==> src/rtl/spi_slave_fsm_pkg.sv <==
// Shared types and constants for the SPI-slave sequencing controller.
// Holds the state encoding and the per-state control-strobe decode.
package spi_pkg;

  localparam int ADDR_BITS_DEF = 7;
  localparam int DATA_BITS_DEF = 8;
  localparam int CNT_W_DEF     = 4;

  // Value of the R/W bit that selects a read transaction.
  localparam logic RW_READ = 1'b1;

  typedef enum logic [2:0] {
    IDLE        = 3'd0,
    GET_ADDR    = 3'd1,
    GOT_ADDR    = 3'd2,
    READ_LOAD   = 3'd3,
    READ_SHIFT  = 3'd4,
    WRITE_SHIFT = 3'd5,
    WRITE_MEM   = 3'd6,
    DONE        = 3'd7
  } state_e;

  typedef struct packed {
    logic addr_we;
    logic sr_we;
    logic dm_we;
    logic miso_bufe;
    logic busy;
  } ctrl_t;

  localparam ctrl_t CTRL_OFF = '{default: 1'b0};

  // Moore decode: every strobe is a pure function of the state, so at most
  // one of addr_we / sr_we / dm_we can ever be high.
  function automatic ctrl_t decode_ctrl(input state_e s);
    ctrl_t c;
    c      = CTRL_OFF;
    c.busy = (s != IDLE);
    case (s)
      GOT_ADDR:   c.addr_we   = 1'b1;
      READ_LOAD:  c.sr_we     = 1'b1;
      READ_SHIFT: c.miso_bufe = 1'b1;
      WRITE_MEM:  c.dm_we     = 1'b1;
      default:    ;
    endcase
    return c;
  endfunction

endpackage

==> src/rtl/spi_slave_fsm_bit_counter.sv <==
// Bit counter for the address and data phases: synchronous clear, increment
// enable, and a flag marking the increment that reaches the terminal count.
module spi_bit_counter #(
  parameter int CNT_W = 4
) (
  input  logic             clk,
  input  logic             rst_n,
  input  logic             clr,
  input  logic             inc,
  input  logic [CNT_W-1:0] term,
  output logic             last
);

  logic [CNT_W-1:0] count_q;
  logic [CNT_W-1:0] count_d;

  always_comb begin
    count_d = count_q;
    if (clr) begin
      count_d = '0;
    end else if (inc) begin
      count_d = count_q + CNT_W'(1);
    end
  end

  // NOTE: sequential state uses non-blocking assignments so every flop
  // samples its pre-edge inputs, independent of statement order.
  always_ff @(posedge clk or negedge rst_n) begin
    if (!rst_n) begin
      count_q <= '0;
    end else begin
      count_q <= count_d;
    end
  end

  // High on the clk that samples the term-th edge; the owner leaves the state
  // on that clk, so the counter never wraps.
  assign last = inc && (count_q == term - CNT_W'(1));

endmodule

==> src/rtl/spi_slave_fsm.sv <==
// Sequencing controller for the SPI-slave memory datapath: counts address and
// data bits and drives the shift-register, address-latch, memory and MISO strobes.
module spi_slave_fsm
  import spi_pkg::*;
#(
  parameter int ADDR_BITS = ADDR_BITS_DEF,
  parameter int DATA_BITS = DATA_BITS_DEF,
  parameter int CNT_W     = CNT_W_DEF
) (
  input  logic clk,
  input  logic resetN,
  input  logic csConditioned,
  input  logic sclkPosEdge,
  input  logic shiftRegOutP0,
  output logic addrWe,
  output logic srWe,
  output logic dmWe,
  output logic misoBufe,
  output logic busy
);

  state_e           state_q;
  state_e           state_d;
  ctrl_t            ctrl_q;
  ctrl_t            ctrl_d;
  logic             cnt_clr;
  logic             cnt_inc;
  logic             cnt_last;
  logic [CNT_W-1:0] cnt_term;
  logic             counting;
  logic             cs_release;

  assign cs_release = csConditioned;
  assign counting   = (state_q == GET_ADDR) || (state_q == READ_SHIFT) ||
                      (state_q == WRITE_SHIFT);

  // A CS release in the same clk as an edge must not advance the count.
  assign cnt_inc  = counting && sclkPosEdge && !cs_release;
  assign cnt_term = (state_q == GET_ADDR) ? CNT_W'(ADDR_BITS + 1)
                                          : CNT_W'(DATA_BITS);
  assign cnt_clr  = (state_d != state_q) || (state_q == IDLE);

  spi_bit_counter #(
    .CNT_W (CNT_W)
  ) u_bit_counter (
    .clk   (clk),
    .rst_n (resetN),
    .clr   (cnt_clr),
    .inc   (cnt_inc),
    .term  (cnt_term),
    .last  (cnt_last)
  );

  // NOTE: state_d is assigned a default before the case so no path through
  // this block leaves it unassigned, which would infer a latch.
  always_comb begin
    state_d = state_q;
    if (state_q == IDLE) begin
      if (!csConditioned) begin
        state_d = GET_ADDR;
      end
    end else if (cs_release) begin
      state_d = IDLE;
    end else begin
      case (state_q)
        GET_ADDR:    if (cnt_last) state_d = GOT_ADDR;
        GOT_ADDR:    state_d = (shiftRegOutP0 == RW_READ) ? READ_LOAD : WRITE_SHIFT;
        READ_LOAD:   state_d = READ_SHIFT;
        READ_SHIFT:  if (cnt_last) state_d = DONE;
        WRITE_SHIFT: if (cnt_last) state_d = WRITE_MEM;
        WRITE_MEM:   state_d = DONE;
        DONE:        state_d = DONE;
        default:     state_d = IDLE;
      endcase
    end
  end

  // Strobes are decoded from the next state and registered, so each output
  // is a flop that mirrors the registered state without decode glitches.
  assign ctrl_d = decode_ctrl(state_d);

  always_ff @(posedge clk or negedge resetN) begin
    if (!resetN) begin
      state_q <= IDLE;
      ctrl_q  <= CTRL_OFF;
    end else begin
      state_q <= state_d;
      ctrl_q  <= ctrl_d;
    end
  end

  assign addrWe   = ctrl_q.addr_we;
  assign srWe     = ctrl_q.sr_we;
  assign dmWe     = ctrl_q.dm_we;
  assign misoBufe = ctrl_q.miso_bufe;
  assign busy     = ctrl_q.busy;

endmodule
==> config.mk <==
export PLATFORM = sky130hd
export DESIGN_NAME = spi_slave_fsm
export DESIGN_NICKNAME = d
export VERILOG_FILES = /design/src/rtl/spi_slave_fsm_pkg.sv /design/src/rtl/spi_slave_fsm_bit_counter.sv /design/src/rtl/spi_slave_fsm.sv
export SDC_FILE = /design/constraint.sdc
export NUM_CORES = 1
export LEC_CHECK = 0
export ABC_AREA = 1
export BUFFER_PORTS_ARGS = -buffer_cell sky130_fd_sc_hd__buf_2
export CAP_MARGIN = 15
export CORE_MARGIN = 10
export CORE_UTILIZATION = 35
export DETAILED_ROUTE_END_ITERATION = 8
export GPL_ROUTABILITY_DRIVEN = 0
export HOLD_SLACK_MARGIN = 0.08
export MAX_ROUTING_LAYER = met4
export PLACE_DENSITY = 0.62
export SLEW_MARGIN = 20
export SYNTH_ARGS = -nofsm -noshare
export SYNTH_HDL_FRONTEND = slang
export SYNTH_SLANG_ARGS = --single-unit
==> constraint.sdc <==
create_clock -name clk -period 3.8 [get_ports clk]
set_input_delay 0.76 -clock clk [delete_from_list [all_inputs] [get_ports clk]]
set_output_delay 0.76 -clock clk [all_outputs]
set_load 0.02 [all_outputs]
==> run metrics <==
run status=completed; 1st-pass router iterations=4; type of the tightest min-delay check=in -> async; post-layout instance area=717 um^2; fraction of the mapped netlist area in adder cells=0.0202; total standard cell area after synthesis=618 um^2; routed len/inst=10.6 um; worst rel slew slack=0.827; chip width=62.0 um; overall overflow remaining after global route=0; number of buffer cells added on primary ports=9; Die Y=62.0 um; Pwr Density=313 mW/mm^2; final clock period utilization by the worst path=0.462; most common cell after layout, fill and taps aside=nand2_1; total length of routed wires=1140 um; fraction of synthesized area in multiplexers=0.0162; vias in the first global route=480; total via count in the routed design=482; Setup CP Type=in -> reg; xor/xnor share of the synthesized area=0.0425; wire length of the first global-routing pass=2080 um; total negative setup slack=0 ns; hold bufs inserted after CTS=0; library cells used by synthesis=21; Post-Synthesis Net Count=76; maximum number of pins on one net before global-route repair=13; Leak Pwr=0.384 nW; maximum number of buffers from clock root to sink=2; area occupied by registers=300 um^2; number of cells in the design after placement=104; # setup viols final=0; chain of cells forming the critical path=buf_2 > inv_1 > nand3_2 > nor2_4 > nand2_2 > nand2_1 > nand2_1 > nand2_2 > nand2_1 > nand2_1 > nand2_1 > nand2_2 > nor2_1; highest achievable clock rate=570 MHz; later-pin clock latency in the skew report=0.27 ns; Peak VDD IR=0.181 mV; RSZ-0062 raised after global routing=false; diode count=0; depth of the critical timing path with buffers and inverters included=13; total clock sinks=12; Final Hold Fails=0; root buffer selected by CTS=clkbuf_4; launching instance or port of the critical path=csConditioned; Reg-to-Reg End=u_bit_counter.count_q[3]$_DFFE_PN0P_; most used cell, CP=nand2_1; antenna violations before repair=0; r2r setup slk=2.20 ns; Cells after Synth=70; Core Region=0.00171 mm^2; Synth Area per Inst=8.83 um^2; Final Net Count=90; GRT Util Overall=0.0744; cell with the biggest individual delay on the critical path=nor2_4; non-filler instance count after layout=107; crit path capture=u_bit_counter.count_q[3]$_DFFE_PN0P_; Startpoint Class=input pin; Layout Area Growth over Synthesis=16.0%; Initial Utilization=0.362; share of layout cells above drive strength 1=0.280; most frequent cells in the layout=nand2_1, dfrtp_1, inv_1, buf_2, nor2_1; die footprint=0.00385 mm^2; Top delay family on crit path=simple AND/OR/NAND/NOR gates; post-synthesis share of cell area spent on and, or, nand and nor gates=0.296; number of buffers created by CTS=3; post-cts sizing count=0; Synth Register Bits=12; number of routed nets with antenna violations=0; required time of the critical path=3.96 ns; instance area after placement=694 um^2; critical-path maximum fanout=5; part of the Yosys area used for sequential elements=0.486; Clock Skews=0.00482 ns; row count=15; multi-input gate area in the final layout=273 um^2; post-synthesis compound-gate area fraction=0.0668; Max-cap violations=0; postcts setup bufs=0; largest stage delay on the critical path=0.17 ns; Critical R2R Launch=state_q[1]$_DFF_PN0_; slew at the pin closest to its max-slew limit=0.256 ns; Yosys Warn Count=0; post-layout minimum cycle time=1.76 ns; CTS HTree Levels=1; Crit. End Element=flop; DRC violations left=0; clock tree from TritonCTS=yes; Crit path arrival time=1.92 ns; Detail Placement HPWL=926 um; main combinational cell family by area after synthesis=simple AND/OR/NAND/NOR gates; worst reg-to-reg path cell count=12; Buffers & Inverters on Critical Path=2; violation count after the first detailed-route iteration=11; I/O pin total=10; vias per std cell=4.50; Clk pin slew, worst setup/hold paths=0.07 ns; number of filler instances in the final layout=185; Slew Limit Fails=0
## area by class of cell
class | instances | share of cell area
well taps | 25 | 0.0436
multi-input cells | 46 | 0.380
clock buffers | 3 | 0.0314
flip-flops and latches | 12 | 0.419
inverters | 12 | 0.0628
repair buffers | 9 | 0.0628
## registers in the layout (all words and copies together) (netlist names)
| signal | flops |
|---|---|
| u_bit_counter.count_q | 4 |
| state_q | 3 |
| addrWe | 1 |
| busy | 1 |
| dmWe | 1 |
| misoBufe | 1 |
| srWe | 1 |
## worst reg2reg max path: stages (launching register included)
cell	delay [ns]
dfrtp_1	0.44
inv_1	0.14
nand3_2	0.11
nor2_4	0.17
nand2_2	0.08
nand2_1	0.06
nand2_1	0.06
nand2_2	0.07
nand2_1	0.09
nand2_1	0.07
nand2_1	0.06
nand2_2	0.10
nor2_1	0.05
## layer usage
layer	up-vias	GRT usage	wire length (um)
li1	251	-	-
met3	2	0.0203	63
met5	-	-	0
met1	217	0.0918	569
met2	12	0.108	482
met4	0	0.0382	20
## per-stage QoR
| step | power [mW] | hold WS, ns | utilization | worst slack [ns] |
|---|---|---|---|---|
| 6_report | 0.225 | 0.349 | 0.420 | 2.04 |
| 5_1_grt | 0.234 | 0.367 | 0.420 | 1.89 |
| 4_1_cts | 0.228 | 0.358 | 0.420 | 2.04 |
| 3_5_place_dp | 0.151 | 0.555 | 0.407 | 1.76 |
| 3_3_place_gp | 0.151 | 0.539 | 0.407 | 1.79 |
| 2_1_floorplan | 0.144 | 0.464 | - | 2.07 |
## cell usage after synthesis, drive strengths merged
cell type | n | share of area
a21oi | 2 | 0.016
a22oi | 1 | 0.012
dfrtp | 12 | 0.49
ha | 1 | 0.020
inv | 12 | 0.073
mux2i | 1 | 0.016
nand2 | 18 | 0.14
nand3 | 5 | 0.049
nand4 | 3 | 0.030
nor2 | 8 | 0.061
nor3 | 1 | 0.0081
nor4 | 1 | 0.010
o21ai | 1 | 0.0081
o21bai | 1 | 0.030
xnor2 | 1 | 0.014
xor2 | 2 | 0.028
## how the worst min path moves through the flow
stage	endpoint	cells past startpoint
final	u_bit_counter.count_q[2]$_DFFE_PN0P_	1
after global routing	u_bit_counter.count_q[2]$_DFFE_PN0P_	1
after CTS	u_bit_counter.count_q[2]$_DFFE_PN0P_	1
after detailed placement	u_bit_counter.count_q[3]$_DFFE_PN0P_	2
after global placement	u_bit_counter.count_q[3]$_DFFE_PN0P_	2
after floorplan	addrWe$_DFF_PN0_	0
## power by group
part / internal, mW / switching, mW / total, mW
clock network: 0.0367 / 0.0393 / 0.0760
registers: 0.129 / 0.00121 / 0.130
logic: 0.00599 / 0.0124 / 0.0184
## cell families (layout without fill, tap and decap cells)
logic type / after synthesis / count (layout)
AOI/OAI and AO/OA: 5 / 5
buffers and inverters: 12 / 24
muxes: 1 / 1
and+or+nand+nor: 36 / 36
DFF: 12 / 12
xor gates and xnor gates: 3 / 3
adders and majority gates: 1 / 1
No activity file was read; power rests on OpenSTA's default activity.
